## src/rtl/seq101_pkg.sv

```systemverilog
// -----------------------------------------------------------------------------
// seq101_pkg
// Shared types for the time-multiplexed "101" sequence detector.
//   DEF_N_CH     default number of serial channels
//   seq_state_e  2-bit per-channel detector state (A=00, B=01, C=10, D=11)
// -----------------------------------------------------------------------------
package seq101_pkg;

    localparam int DEF_N_CH = 4;

    typedef enum logic [1:0] {
        S_A = 2'b00,
        S_B = 2'b01,
        S_C = 2'b10,
        S_D = 2'b11
    } seq_state_e;

endpackage

```

## src/rtl/seq101_chan_sched_if.sv

```systemverilog
// -----------------------------------------------------------------------------
// seq101_chan_sched_if
// Channel handshake, match report and hit-counter read bus.
//   ch_valid/ch_bit/ch_clr  per-channel request, serial bit, state clear
//   ch_ready                one-hot grant back to the front-ends
//   match_valid/match_ch    registered match pulse and channel id
//   cnt_sel/cnt_data        hit-counter read port
// Modports: master = front-end/consumer side, slave = scheduler.
// -----------------------------------------------------------------------------
interface seq101_chan_sched_if
    import seq101_pkg::*;
#(
    parameter int N_CH  = DEF_N_CH,
    parameter int CNT_W = 8
) ();

    localparam int CW = $clog2(N_CH);

    logic [N_CH-1:0]  ch_valid;
    logic [N_CH-1:0]  ch_bit;
    logic [N_CH-1:0]  ch_ready;
    logic [N_CH-1:0]  ch_clr;
    logic             match_valid;
    logic [CW-1:0]    match_ch;
    logic [CW-1:0]    cnt_sel;
    logic [CNT_W-1:0] cnt_data;

    modport master (
        output ch_valid, ch_bit, ch_clr, cnt_sel,
        input  ch_ready, match_valid, match_ch, cnt_data
    );

    modport slave (
        input  ch_valid, ch_bit, ch_clr, cnt_sel,
        output ch_ready, match_valid, match_ch, cnt_data
    );

endinterface

```

## src/rtl/seq101_next.sv

```systemverilog
// -----------------------------------------------------------------------------
// seq101_next
// Pure next-state function of the overlapping "101" Moore detector.
//   state_i  current state       w_i     input bit
//   state_o  next state          is_d_o  next state is D (sequence seen)
//
// state | meaning
// ------+----------------
// S_A   | idle
// S_B   | got "1"
// S_C   | got "10"
// S_D   | got "101"
// -----------------------------------------------------------------------------
module seq101_next
    import seq101_pkg::*;
(
    input  seq_state_e state_i,
    input  logic       w_i,
    output seq_state_e state_o,
    output logic       is_d_o
);

    always_comb begin
        state_o = S_A;
        case (state_i)
            S_A:     state_o = w_i ? S_B : S_A;
            S_B:     state_o = w_i ? S_B : S_C;
            S_C:     state_o = w_i ? S_D : S_A;
            S_D:     state_o = w_i ? S_B : S_C;
            default: state_o = S_A;
        endcase
        is_d_o = (state_o == S_D);
    end

endmodule

```

## src/rtl/seq101_chan_sched.sv

```systemverilog
// -----------------------------------------------------------------------------
// seq101_chan_sched
// One "101" detector shared by N_CH serial channels. A round-robin arbiter
// grants one requesting channel per cycle; its bit advances that channel's
// stored state through the shared seq101_next function.
//   clk    clock, rising edge
//   Reset  asynchronous, active-low reset
//   bus    seq101_chan_sched_if.slave (grant, match report, counter read)
// Optional: define SEQ_HIT_CNT_EN for per-channel saturating hit counters;
// otherwise cnt_data reads 0.
// -----------------------------------------------------------------------------
module seq101_chan_sched
    import seq101_pkg::*;
#(
    parameter int N_CH  = DEF_N_CH,
    parameter int CNT_W = 8
) (
    input logic                clk,
    input logic                Reset,
    seq101_chan_sched_if.slave bus
);

    localparam int CW = $clog2(N_CH);

    seq_state_e    state_q [N_CH];
    seq_state_e    state_d [N_CH];
    logic [CW-1:0] rr_ptr_q, rr_ptr_d;
    logic          match_valid_q, match_valid_d;
    logic [CW-1:0] match_ch_q, match_ch_d;

    logic            gnt_any;
    logic [CW-1:0]   gnt_idx;
    logic [N_CH-1:0] gnt_vec;
    seq_state_e      cur_st, nxt_st;
    logic            nxt_is_d;

    // Scan starts at rr_ptr and wraps; first requester wins.
    always_comb begin
        int idx;
        idx     = 0;
        gnt_any = 1'b0;
        gnt_idx = '0;
        gnt_vec = '0;
        for (int k = 0; k < N_CH; k++) begin
            idx = int'(rr_ptr_q) + k;
            if (idx >= N_CH) idx = idx - N_CH;
            if (!gnt_any && bus.ch_valid[idx]) begin
                gnt_any = 1'b1;
                gnt_idx = CW'(idx);
            end
        end
        if (gnt_any) gnt_vec[gnt_idx] = 1'b1;
    end

    assign bus.ch_ready = gnt_vec;
    assign cur_st       = state_q[gnt_idx];

    seq101_next u_next (
        .state_i (cur_st),
        .w_i     (bus.ch_bit[gnt_idx]),
        .state_o (nxt_st),
        .is_d_o  (nxt_is_d)
    );

    always_comb begin
        rr_ptr_d = rr_ptr_q;
        if (gnt_any) rr_ptr_d = (gnt_idx == CW'(N_CH - 1)) ? '0 : gnt_idx + 1'b1;

        for (int i = 0; i < N_CH; i++) begin
            state_d[i] = state_q[i];
            if (bus.ch_clr[i])
                state_d[i] = S_A;
            else if (gnt_any && (gnt_idx == CW'(i)))
                state_d[i] = nxt_st;
        end

        // A clear on the granted channel swallows the match.
        match_valid_d = gnt_any && nxt_is_d && !bus.ch_clr[gnt_idx];
        match_ch_d    = match_valid_d ? gnt_idx : match_ch_q;
    end

    always_ff @(posedge clk or negedge Reset) begin
        if (!Reset) begin
            for (int i = 0; i < N_CH; i++) state_q[i] <= S_A;
            rr_ptr_q      <= '0;
            match_valid_q <= 1'b0;
            match_ch_q    <= '0;
        end else begin
            for (int i = 0; i < N_CH; i++) state_q[i] <= state_d[i];
            rr_ptr_q      <= rr_ptr_d;
            match_valid_q <= match_valid_d;
            match_ch_q    <= match_ch_d;
        end
    end

    assign bus.match_valid = match_valid_q;
    assign bus.match_ch    = match_ch_q;

`ifdef SEQ_HIT_CNT_EN
    logic [CNT_W-1:0] cnt_q [N_CH];
    logic [CNT_W-1:0] cnt_d [N_CH];

    always_comb begin
        for (int i = 0; i < N_CH; i++) begin
            cnt_d[i] = cnt_q[i];
            if (bus.ch_clr[i])
                cnt_d[i] = '0;
            else if (match_valid_d && (gnt_idx == CW'(i)) && (cnt_q[i] != '1))
                cnt_d[i] = cnt_q[i] + 1'b1;
        end
    end

    always_ff @(posedge clk or negedge Reset) begin
        if (!Reset) begin
            for (int i = 0; i < N_CH; i++) cnt_q[i] <= '0;
        end else begin
            for (int i = 0; i < N_CH; i++) cnt_q[i] <= cnt_d[i];
        end
    end

    // Selects beyond the last channel (non power-of-two N_CH) read as 0.
    assign bus.cnt_data = (int'(bus.cnt_sel) < N_CH) ? cnt_q[bus.cnt_sel] : '0;
`else
    logic unused_cnt_sel;
    assign unused_cnt_sel = ^bus.cnt_sel;
    assign bus.cnt_data   = {CNT_W{1'b0}};
`endif

endmodule

```

## src/flat_wrapper.sv

```systemverilog
// flat-port wrapper written by rule: the top's interface ports become plain ports
module seq101_chan_sched_flat import seq101_pkg::*;
#(
    parameter int N_CH  = DEF_N_CH,
    parameter int CNT_W = 8
)
  (clk, Reset, bus_ch_valid, bus_ch_bit, bus_ch_clr, bus_cnt_sel, bus_ch_ready, bus_match_valid, bus_match_ch, bus_cnt_data);
  seq101_chan_sched_if #(.N_CH(N_CH), .CNT_W(CNT_W)) bus_i ();
  input logic clk;
  input logic Reset;
  input wire logic [$bits(bus_i.ch_valid)-1:0] bus_ch_valid;
  input wire logic [$bits(bus_i.ch_bit)-1:0] bus_ch_bit;
  input wire logic [$bits(bus_i.ch_clr)-1:0] bus_ch_clr;
  input wire logic [$bits(bus_i.cnt_sel)-1:0] bus_cnt_sel;
  output wire logic [$bits(bus_i.ch_ready)-1:0] bus_ch_ready;
  output wire logic [$bits(bus_i.match_valid)-1:0] bus_match_valid;
  output wire logic [$bits(bus_i.match_ch)-1:0] bus_match_ch;
  output wire logic [$bits(bus_i.cnt_data)-1:0] bus_cnt_data;
  assign bus_i.ch_valid = bus_ch_valid;
  assign bus_i.ch_bit = bus_ch_bit;
  assign bus_i.ch_clr = bus_ch_clr;
  assign bus_i.cnt_sel = bus_cnt_sel;
  assign bus_ch_ready = bus_i.ch_ready;
  assign bus_match_valid = bus_i.match_valid;
  assign bus_match_ch = bus_i.match_ch;
  assign bus_cnt_data = bus_i.cnt_data;
  seq101_chan_sched #(.N_CH(N_CH), .CNT_W(CNT_W)) u_core (.clk(clk), .Reset(Reset), .bus(bus_i));
endmodule
```

## config.mk

```make
export PLATFORM = sky130hd
export DESIGN_NAME = seq101_chan_sched_flat
export DESIGN_NICKNAME = d
export VERILOG_FILES = /design/src/rtl/seq101_pkg.sv /design/src/rtl/seq101_chan_sched_if.sv /design/src/rtl/seq101_next.sv /design/src/rtl/seq101_chan_sched.sv /design/src/flat_wrapper.sv
export SDC_FILE = /design/constraint.sdc
export NUM_CORES = 1
export LEC_CHECK = 0
export ABC_AREA = 1
export ABC_CLOCK_PERIOD_IN_PS = 2500
export BUFFER_PORTS_ARGS = -buffer_cell sky130_fd_sc_hd__buf_4
export CAP_MARGIN = 30
export CORE_MARGIN = 10
export CORE_UTILIZATION = 54
export CTS_BUF_LIST = sky130_fd_sc_hd__clkbuf_8 sky130_fd_sc_hd__clkbuf_16
export CTS_CLUSTER_SIZE = 40
export DETAILED_ROUTE_END_ITERATION = 10
export HOLD_SLACK_MARGIN = 0.05
export PLACE_DENSITY_LB_ADDON = 0.2
export RECOVER_POWER = 25
export SLEW_MARGIN = 20
export SYNTH_ARGS = -nofsm -noshare
export SYNTH_HDL_FRONTEND = slang
export SYNTH_SLANG_ARGS = --single-unit
```

## constraint.sdc

```tcl
create_clock -name clk -period 2.5 [get_ports clk]
set_input_delay 0.125 -clock clk [delete_from_list [all_inputs] [get_ports clk]]
set_output_delay 0.125 -clock clk [all_outputs]
set_load 0.01 [all_outputs]
```

==> results of run 1 <==
## worst reg2reg max path: stages, from the launching register on
cell and delay (ns):
dfrtp_2 0.44, clkbuf_2 0.19, nand2_2 0.08, nand3_2 0.09
nand2_2 0.10, nor2_8 0.15, nand3_4 0.13, nand2_4 0.13
buf_4 0.18, nand3_1 0.10, nand3_1 0.12, nand2_2 0.08
nand2_1 0.09, nand2_2 0.10, nand3_1 0.09, nand2_1 0.05
## flip-flops by register name, indices dropped and copies added (netlist names)
register / flops
u_core.bus.match_valid: 1
u_core.rr_ptr_q: 2
u_core.bus.match_ch: 2
u_core.state_q: 8
## worst min-delay path by stage
| stage | from | end | slack (ns) |
|---|---|---|---|
| finish | bus_ch_clr[3] | u_core.state_q[1]$_DFFE_PN0P_ | 0.15 |
| detailed placement | Reset | u_core.state_q[1]$_DFFE_PN0P_ | -0.02 |
| floorplan | Reset | u_core.bus.match_ch[0]$_DFFE_PN0P_ | -0.17 |
| global route | bus_ch_clr[3] | u_core.state_q[1]$_DFFE_PN0P_ | 0.17 |
| global placement | Reset | u_core.state_q[1]$_DFFE_PN0P_ | -0.03 |
| CTS | bus_ch_clr[3] | u_core.state_q[1]$_DFFE_PN0P_ | 0.15 |
## layout make-up
type / instances / area share, %
Timing Repair Buffer: 26 / 12.4
Sequential cell: 13 / 21.1
Clock buffer: 3 / 2.67
Inverter: 29 / 7.36
Multi-Input combinational cell: 149 / 53.9
Tap cell: 28 / 2.26
Clock inverter: 1 / 0.323
## cell families (layout without fill, tap and decap cells)
| group | after synthesis | in the layout | synth area share [%] |
|---|---|---|---|
| flops | 13 | 13 | 24.4 |
| other cells | 1 | 8 | 0.282 |
| fa+ha+maj | 4 | 4 | 3.76 |
| compound gates | 7 | 7 | 4.04 |
| buf+inv | 41 | 59 | 15.7 |
| simple gates | 130 | 130 | 51.8 |
## layer usage
| layer | wire length, µm | track usage (%) | up-vias |
|---|---|---|---|
| met3 | 254 | 3.57 | 4 |
| met5 | 0 | 0 | - |
| met4 | 22 | 2.17 | 0 |
| li1 | - | - | 643 |
| met2 | 1620 | 21.6 | 50 |
| met1 | 1400 | 14.8 | 592 |
## synth_stat cells
cell type | count | area (µm²)
buf_6 | 3 | 33.8
nand2_4 | 6 | 67.6
nor2_2 | 1 | 6.26
nand2_2 | 13 | 81.3
buf_2 | 1 | 5.00
o21ai_2 | 1 | 8.76
nand3_1 | 27 | 135
conb_1 | 1 | 3.75
nor2_1 | 9 | 33.8
nor2_8 | 1 | 20.0
dfrtp_1 | 13 | 325
clkinv_2 | 1 | 5.00
a21oi_1 | 1 | 5.00
nand3_2 | 4 | 40.0
a22o_1 | 4 | 35.0
inv_1 | 25 | 93.8
buf_4 | 8 | 60.1
ha_1 | 4 | 50.1
nand2_1 | 61 | 229
nand3_4 | 1 | 17.5
nand3b_1 | 4 | 30.0
inv_2 | 3 | 11.3
o21ai_0 | 1 | 5.00
nand4_1 | 1 | 6.26
nor2_4 | 2 | 22.5
## metrics by stage
stage / setup slack (ns) / hold WS [ns]
floorplan: 0.428 / -0.171
global placement: 0.293 / -0.0258
detailed placement: 0.190 / -0.0237
CTS: 0.0243 / 0.151
global route: 0.000863 / 0.167
finish: 0.137 / 0.153
## what timing repair did
action | in CTS | in global routing
endpoints found under the setup margin | 0 | 8
hold buffers | 1 | 0
hold endpoints to repair | 13 | 0
gates resized for setup | 0 | 5
buffers inserted | 0 | 2
==> flow_summary.yaml, run 1 <==
outcome:
  outcome: "completed"
clocking:
  clkSlewWorstSetupHoldPaths_ns: 0.06
  cts_root_buf: "clkbuf_8"
  htreeDepth: 1
  clock_path_buffers: 2
  clock_latency_ns: 0.24
  cts_tree: "done"
  cts_buffers: 3
  clock-sinks: 13
logic_synthesis:
  ys_seq_area_share_pct: 24.4
  synth_cells: 196
  synth-seq-cells: 13
  ys.warnings.count: 0
  synth.cell_area_um2: 1330
  ys_types: 25
  syn_avg_cell_area_um2: 6.79
detailed_routing:
  drc: 0
  wl_per_cell_um: 13.2
  via_per_inst: 5.18
  ant_nets: 0
  num_vias: 1289
  wirelength_mm: 3.30
  drtIter0Drc: 75
  first_pass_iters: 5
hold_path:
  worstHoldPathCells: 4
  hold_class: "in -> reg"
setup_path:
  critPathKind: "reg -> out"
  crit_top_cell: "nand2_1"
  cp_slowest_stage_delay_ns: 0.46
  crit_family: "simple AND/OR/NAND/NOR gates"
  cp.required_ns: 2.38
  cpMaxStageDelayCell: "dfrtp_2"
  worstPathCellList: "clkbuf_2 > nand2_1 > nand2_1 > nand2_1 > nand2_1 > nand2_1 > nand2_1 > nor2_2 > nand2_4 > nand2_8 > inv_1 > ha_1 > nand2_1 > inv_1 > buf_4"
  arrival_ns: 2.24
  crit_start: "u_core.rr_ptr_q[0]$_DFFE_PN0P_"
  crit_cells: 15
  r2r_setup_slack_ns: 0.25
  reg2reg_to: "u_core.state_q[1]$_DFFE_PN0P_"
  timing.rr.start: "u_core.rr_ptr_q[0]$_DFFE_PN0P_"
  cp_max_fo: 16
  cp_num_buf_inv: 4
  critPathLaunchType: "flop"
  endpoint: "bus_ch_ready[2]"
  reg2regPathDepth: 15
  end_kind: "output pin"
global_routing:
  grt_pass1_vias: 1225
  grt_max_degree: 17
  grt.total_usage_pct: 12.4
  grt_overflow: 0
  grt_pass1_wl_mm: 5.29
  antenna_found_initial: 0
final_layout:
  final_common_cell: "nand2_1"
  nets: 242
  antenna_cells: 0
  drive_gt1_share_pct: 28.5
  n_fill_cell: 205
  seq_area_um2: 327
  final_cell_mix: "60 x nand2_1, 27 x nand3_1, 25 x inv_1"
  final_cells: 249
  multi_input_area_um2: 835
  area_growth_pct: 16.3
  post-route-util_pct: 68.0
  design_area_um2: 1550
place:
  port_buffers: 20
  routabilityCongestion: 0.879
  dpl_cell_area_um2: 1470
  place_inst: 242
  hpwl_mm: 2.58
die:
  dieArea_um2: 4850
  start_util_pct: 58.5
  die_h_um: 69.7
  rows: 17
  core_um2: 2280
  die_w_um: 69.7
  ios: 31
timing:
  maxSlewViolCount: 0
  setup_viol: 0
  period_minus_slack_ns: 2.36
  finalHoldViolCount: 0
  final.period_utilization_pct: 94.5
  fmax_mhz: 423
  rsz0062_at_grt: "no"
  tns_ns: 0
  tightest_slew_ns: 0.684
  slew_headroom_pct: 54.4
  fin_skew_ns: 0.00291
flow_run:
  drv_cap: 0
Power of run 1 is not shown: default switching activity piles up to over one toggle a cycle in this logic, so the estimate is an artifact.
==> run 2, diff against run 1 <==
MAX_ROUTING_LAYER = met4   (was default)
==> flow_summary.yaml, run 2 (synthesized netlist as in run 1, its figures left out) <==
setup_path:
  cp_slowest_stage_delay_ns: 0.46
  arrival_ns: 2.24
  cpMaxStageDelayCell: "dfrtp_2"
  end_kind: "output pin"
  cp.required_ns: 2.38
  cp_num_buf_inv: 4
  critPathLaunchType: "flop"
  worstPathCellList: "clkbuf_2 > nand2_1 > nand2_1 > nand2_1 > nand2_1 > nand2_1 > nand2_1 > nor2_2 > nand2_4 > nand2_8 > inv_1 > ha_1 > nand2_1 > inv_1 > buf_4"
  timing.rr.start: "u_core.rr_ptr_q[0]$_DFFE_PN0P_"
  critPathKind: "reg -> out"
  reg2reg_to: "u_core.state_q[1]$_DFFE_PN0P_"
  reg2regPathDepth: 15
  crit_family: "simple AND/OR/NAND/NOR gates"
  crit_top_cell: "nand2_1"
  r2r_setup_slack_ns: 0.26
  cp_max_fo: 16
flow_run:
  drv_cap: 0
timing:
  period_minus_slack_ns: 2.36
  fin_ws_ns: 0.138
  maxSlewViolCount: 0
  fin_skew_ns: 0.00288
  rsz0062_at_grt: "no"
  tns_ns: 0
  finalHoldViolCount: 0
  final.period_utilization_pct: 94.5
  tightest_slew_ns: 0.684
  fmax_mhz: 423
  whs_ns: 0.153
  slew_headroom_pct: 54.4
  setup_viol: 0
detailed_routing:
  num_vias: 1286
  wl_per_cell_um: 13.2
  ant_nets: 0
  drtIter0Drc: 75
  drc: 0
  via_per_inst: 5.16
  first_pass_iters: 5
  wirelength_mm: 3.29
clocking:
  htreeDepth: 1
  cts_root_buf: "clkbuf_8"
  clock_path_buffers: 2
  clock-sinks: 13
  cts_buffers: 3
  clkSlewWorstSetupHoldPaths_ns: 0.06
  cts_tree: "done"
  clock_latency_ns: 0.24
global_routing:
  grt_max_degree: 17
  antenna_found_initial: 0
  grt_overflow: 0
  grt.total_usage_pct: 12.8
  grt_pass1_wl_mm: 5.31
  grt_pass1_vias: 1223
place:
  port_buffers: 20
  routabilityCongestion: 0.894
  dp_worst_setup_slack_ns: 0.190
  hpwl_mm: 2.58
  place_inst: 242
hold_path:
  hold_end: "u_core.state_q[1]$_DFFE_PN0P_"
  hold_class: "in -> reg"
  worstHoldPathCells: 4
  min-delay-start: "bus_ch_clr[3]"
die:
  rows: 17
  dieArea_um2: 4850
  core_um2: 2280
  die_w_um: 69.7
  start_util_pct: 58.5
  ios: 31
  die_h_um: 69.7
final_layout:
  largest-register: "u_core.state_q"
  area_growth_pct: 16.3
  final_cells: 249
  final_common_cell: "nand2_1"
  nets: 242
  drive_gt1_share_pct: 28.5
  final_cell_mix: "60 x nand2_1, 27 x nand3_1, 25 x inv_1"
  seq_area_um2: 327
  largest_reg_flops: 8
  n_fill_cell: 205
  multi_input_area_um2: 835
  antenna_cells: 0
outcome:
  outcome: "completed"
run 2: cell counts in the layout (fill, tap and decap cells not counted):
No cell type changed its count.
run 2: worst min-delay path, cell delays in order:
cell and delay, ns:
buf_4 0.09, nor2_1 0.05, nand2_1 0.05, nand2_1 0.05
run 2: worst max path at each step:
stage / start / endpoint / slack (ns) / depth (start not counted)
after global placement: u_core.rr_ptr_q[0]$_DFFE_PN0P_ / u_core.state_q[6]$_DFFE_PN0P_ / 0.29 / 15
after detailed placement: u_core.rr_ptr_q[0]$_DFFE_PN0P_ / u_core.state_q[6]$_DFFE_PN0P_ / 0.19 / 15
after CTS: u_core.rr_ptr_q[0]$_DFFE_PN0P_ / bus_ch_ready[2] / 0.02 / 13
after global routing: u_core.rr_ptr_q[0]$_DFFE_PN0P_ / bus_ch_ready[2] / 0.0009 / 14
after floorplan: u_core.rr_ptr_q[0]$_DFFE_PN0P_ / u_core.state_q[6]$_DFFE_PN0P_ / 0.43 / 16
final: u_core.rr_ptr_q[0]$_DFFE_PN0P_ / bus_ch_ready[2] / 0.14 / 15
run 2: cell type report:
class                           count  share of cell area [%]
Clock buffer                        3                    2.67
Clock inverter                      1                   0.323
Inverter                           29                    7.36
Multi-Input combinational cell    149                    53.9
Sequential cell                    13                    21.1
Tap cell                           28                    2.26
Timing Repair Buffer               26                    12.4
run 2: through the flow:
stage          utilization, %  instance area (µm²)
3_3_place_gp             64.4                 1470
2_1_floorplan               -                 1360
4_1_cts                  66.9                 1520
5_1_grt                  68.0                 1550
3_5_place_dp             64.4                 1470
6_report                 68.0                 1550
run 2: timing repair:
action / 4_1_cts / 5_1_grt
endpoints found under the hold margin: 13 / 0
setup endpoints to repair: 0 / 9
hold buffers: 1 / 0
setup buffers: 0 / 2
resized for setup: 0 / 5
run 2: layer usage:
metal  global-route usage, %  share of wire [%]  vias up
li1                        -                  -      643
met4                    2.17               0.67        0
met1                    15.0                 43      589
met3                    3.42                7.4        4
met2                    21.6                 49       50
met5                       -                  0        -
Power of run 2 is left out for the same reason.
==> run 3, diff against run 2 <==
CAP_MARGIN = default   (was 30)
CORE_ASPECT_RATIO = 2   (was default)
CORE_UTILIZATION = 50   (was 54)
==> flow_summary.yaml, run 3 (synthesized netlist as in run 1, its figures left out) <==
detailed_routing:
  top_layer: "met4"
  wirelength_mm: 3.28
  wl_per_cell_um: 13.2
  wl_met1_mm: 1.18
  drc: 0
  via_per_inst: 5.15
  ant_nets: 0
  met3_length_um: 91
  wl_met2_mm: 1.81
  first_pass_iters: 4
  num_vias: 1282
  drtIter0Drc: 17
clocking:
  cts_buffers: 3
  clock_path_buffers: 2
  cts_tree: "done"
  clock_latency_ns: 0.25
  clkSlewWorstSetupHoldPaths_ns: 0.06
  cts_root_buf: "clkbuf_8"
  htreeDepth: 1
  clock-sinks: 13
global_routing:
  grt_pass1_wl_mm: 5.63
  grt.total_usage_pct: 13.3
  grt_overflow: 0
  antenna_found_initial: 0
  grt_max_degree: 17
  grt_pass1_vias: 1364
final_layout:
  area_growth_pct: 17.4
  multi_input_area_um2: 848
  nets: 242
  final_common_cell: "nand2_1"
  n_fill_cell: 263
  antenna_cells: 0
  post-route-util_pct: 60.8
  largest-register: "u_core.state_q"
  drive_gt1_share_pct: 28.1
  largest_reg_flops: 8
  final_cell_mix: "60 x nand2_1, 27 x nand3_1, 26 x inv_1"
  seq_area_um2: 327
setup_path:
  reg2reg_to: "u_core.bus.match_ch[1]$_DFFE_PN0P_"
  critPathKind: "reg -> out"
  r2r_setup_slack_ns: 0.25
  critPathLaunchType: "flop"
  arrival_ns: 2.20
  reg2regPathDepth: 16
  cp_slowest_stage_delay_ns: 0.43
  worstPathCellList: "buf_4 > nand2_2 > nand3_2 > nand2_2 > inv_1 > nand2_1 > nand2_2 > nand2_8 > inv_1 > ha_1 > nand2_1 > inv_1 > buf_4"
  cp_max_fo: 16
  end_kind: "output pin"
  timing.rr.start: "u_core.rr_ptr_q[0]$_DFFE_PN0P_"
  cp.required_ns: 2.38
  cpMaxStageDelayCell: "dfrtp_2"
timing:
  setup_viol: 0
  maxSlewViolCount: 0
  fmax_mhz: 430
  slew_headroom_pct: 49.8
  tns_ns: 0
  tightest_slew_ns: 0.753
  final.period_utilization_pct: 93.1
  finalHoldViolCount: 0
  fin_skew_ns: 0.00194
  period_minus_slack_ns: 2.33
hold_path:
  worstHoldPathCells: 4
  hold_end: "u_core.state_q[1]$_DFFE_PN0P_"
  hold_class: "in -> reg"
  min-delay-start: "bus_ch_clr[3]"
die:
  die_w_um: 56.5
  core_um2: 2570
  die_h_um: 93.0
  ios: 31
  rows: 26
  start_util_pct: 51.8
  dieArea_um2: 5250
outcome:
  outcome: "completed"
flow_run:
  drv_cap: 0
place:
  routabilityCongestion: 0.956
  port_buffers: 20
  hpwl_mm: 2.75
==> run 3: changes by cell type in the layout (fill, tap and decap cells not counted) <==
cell	before	now
nor2_2	1	0
buf_4	23	24
nand2_8	1	2
nand2_4	5	4
nor2_4	2	3
inv_1	25	26
clkinv_2	1	0
clkbuf_2	1	0
==> run 3: timing repair <==
| item | in CTS | in global routing |
|---|---|---|
| setup endpoints to repair | 2 | 9 |
| hold buffers | 1 | 0 |
| endpoints found under the hold margin | 13 | 0 |
| pin swaps | 0 | 2 |
| gates resized for setup | 1 | 6 |
| buffers inserted | 0 | 3 |
==> run 3: per-layer routing <==
layer / vias up / GRT usage, %
met2: 33 / 24.4
met4: 0 / 11.5
met3: 17 / 2.03
met1: 592 / 11.1
met5: - / -
li1: 640 / -
==> run 3: per-stage QoR <==
| step | cell area [µm²] | cells | hold slack [ns] | worst slack, ns |
|---|---|---|---|---|
| 4_1_cts | 1520 | 246 | 0.151 | 0.0165 |
| 6_report | 1560 | 249 | 0.154 | 0.173 |
| 3_5_place_dp | 1460 | 241 | -0.0172 | 0.122 |
| 2_1_floorplan | 1360 | 203 | -0.171 | 0.428 |
| 3_3_place_gp | 1460 | 241 | -0.0237 | 0.188 |
| 5_1_grt | 1560 | 249 | 0.167 | -0.00446 |
==> run 3: how the worst max path moves through the flow <==
stage | slack [ns] | endpoint | startpoint
2_1_floorplan | 0.43 | u_core.state_q[6]$_DFFE_PN0P_ | u_core.rr_ptr_q[0]$_DFFE_PN0P_
3_3_place_gp | 0.19 | u_core.state_q[6]$_DFFE_PN0P_ | u_core.rr_ptr_q[0]$_DFFE_PN0P_
3_5_place_dp | 0.12 | u_core.state_q[2]$_DFFE_PN0P_ | u_core.rr_ptr_q[0]$_DFFE_PN0P_
4_1_cts | 0.02 | bus_ch_ready[2] | u_core.rr_ptr_q[0]$_DFFE_PN0P_
5_1_grt | -0.004 | bus_ch_ready[2] | u_core.rr_ptr_q[1]$_DFFE_PN0P_
6_report | 0.17 | bus_ch_ready[0] | u_core.rr_ptr_q[0]$_DFFE_PN0P_
==> run 3: critical path: cells and delay by family (launching register included) <==
| kind | cells | cell delay, ns |
|---|---|---|
| and+or+nand+nor | 7 | 0.82 |
| buffers and inverters | 5 | 0.49 |
| DFF | 1 | 0.43 |
| adders and majority gates | 1 | 0.20 |
==> run 3: cell type report <==
type / count / share of cell area (%)
multi-input combinational: 149 / 54.3
clock inverter: 1 / 0.240
tap: 28 / 2.24
clock buffer: 3 / 2.64
timing repair buffer: 26 / 12.4
inverter: 29 / 7.29
sequential: 13 / 20.9
Power of run 3 is left out for the same reason.
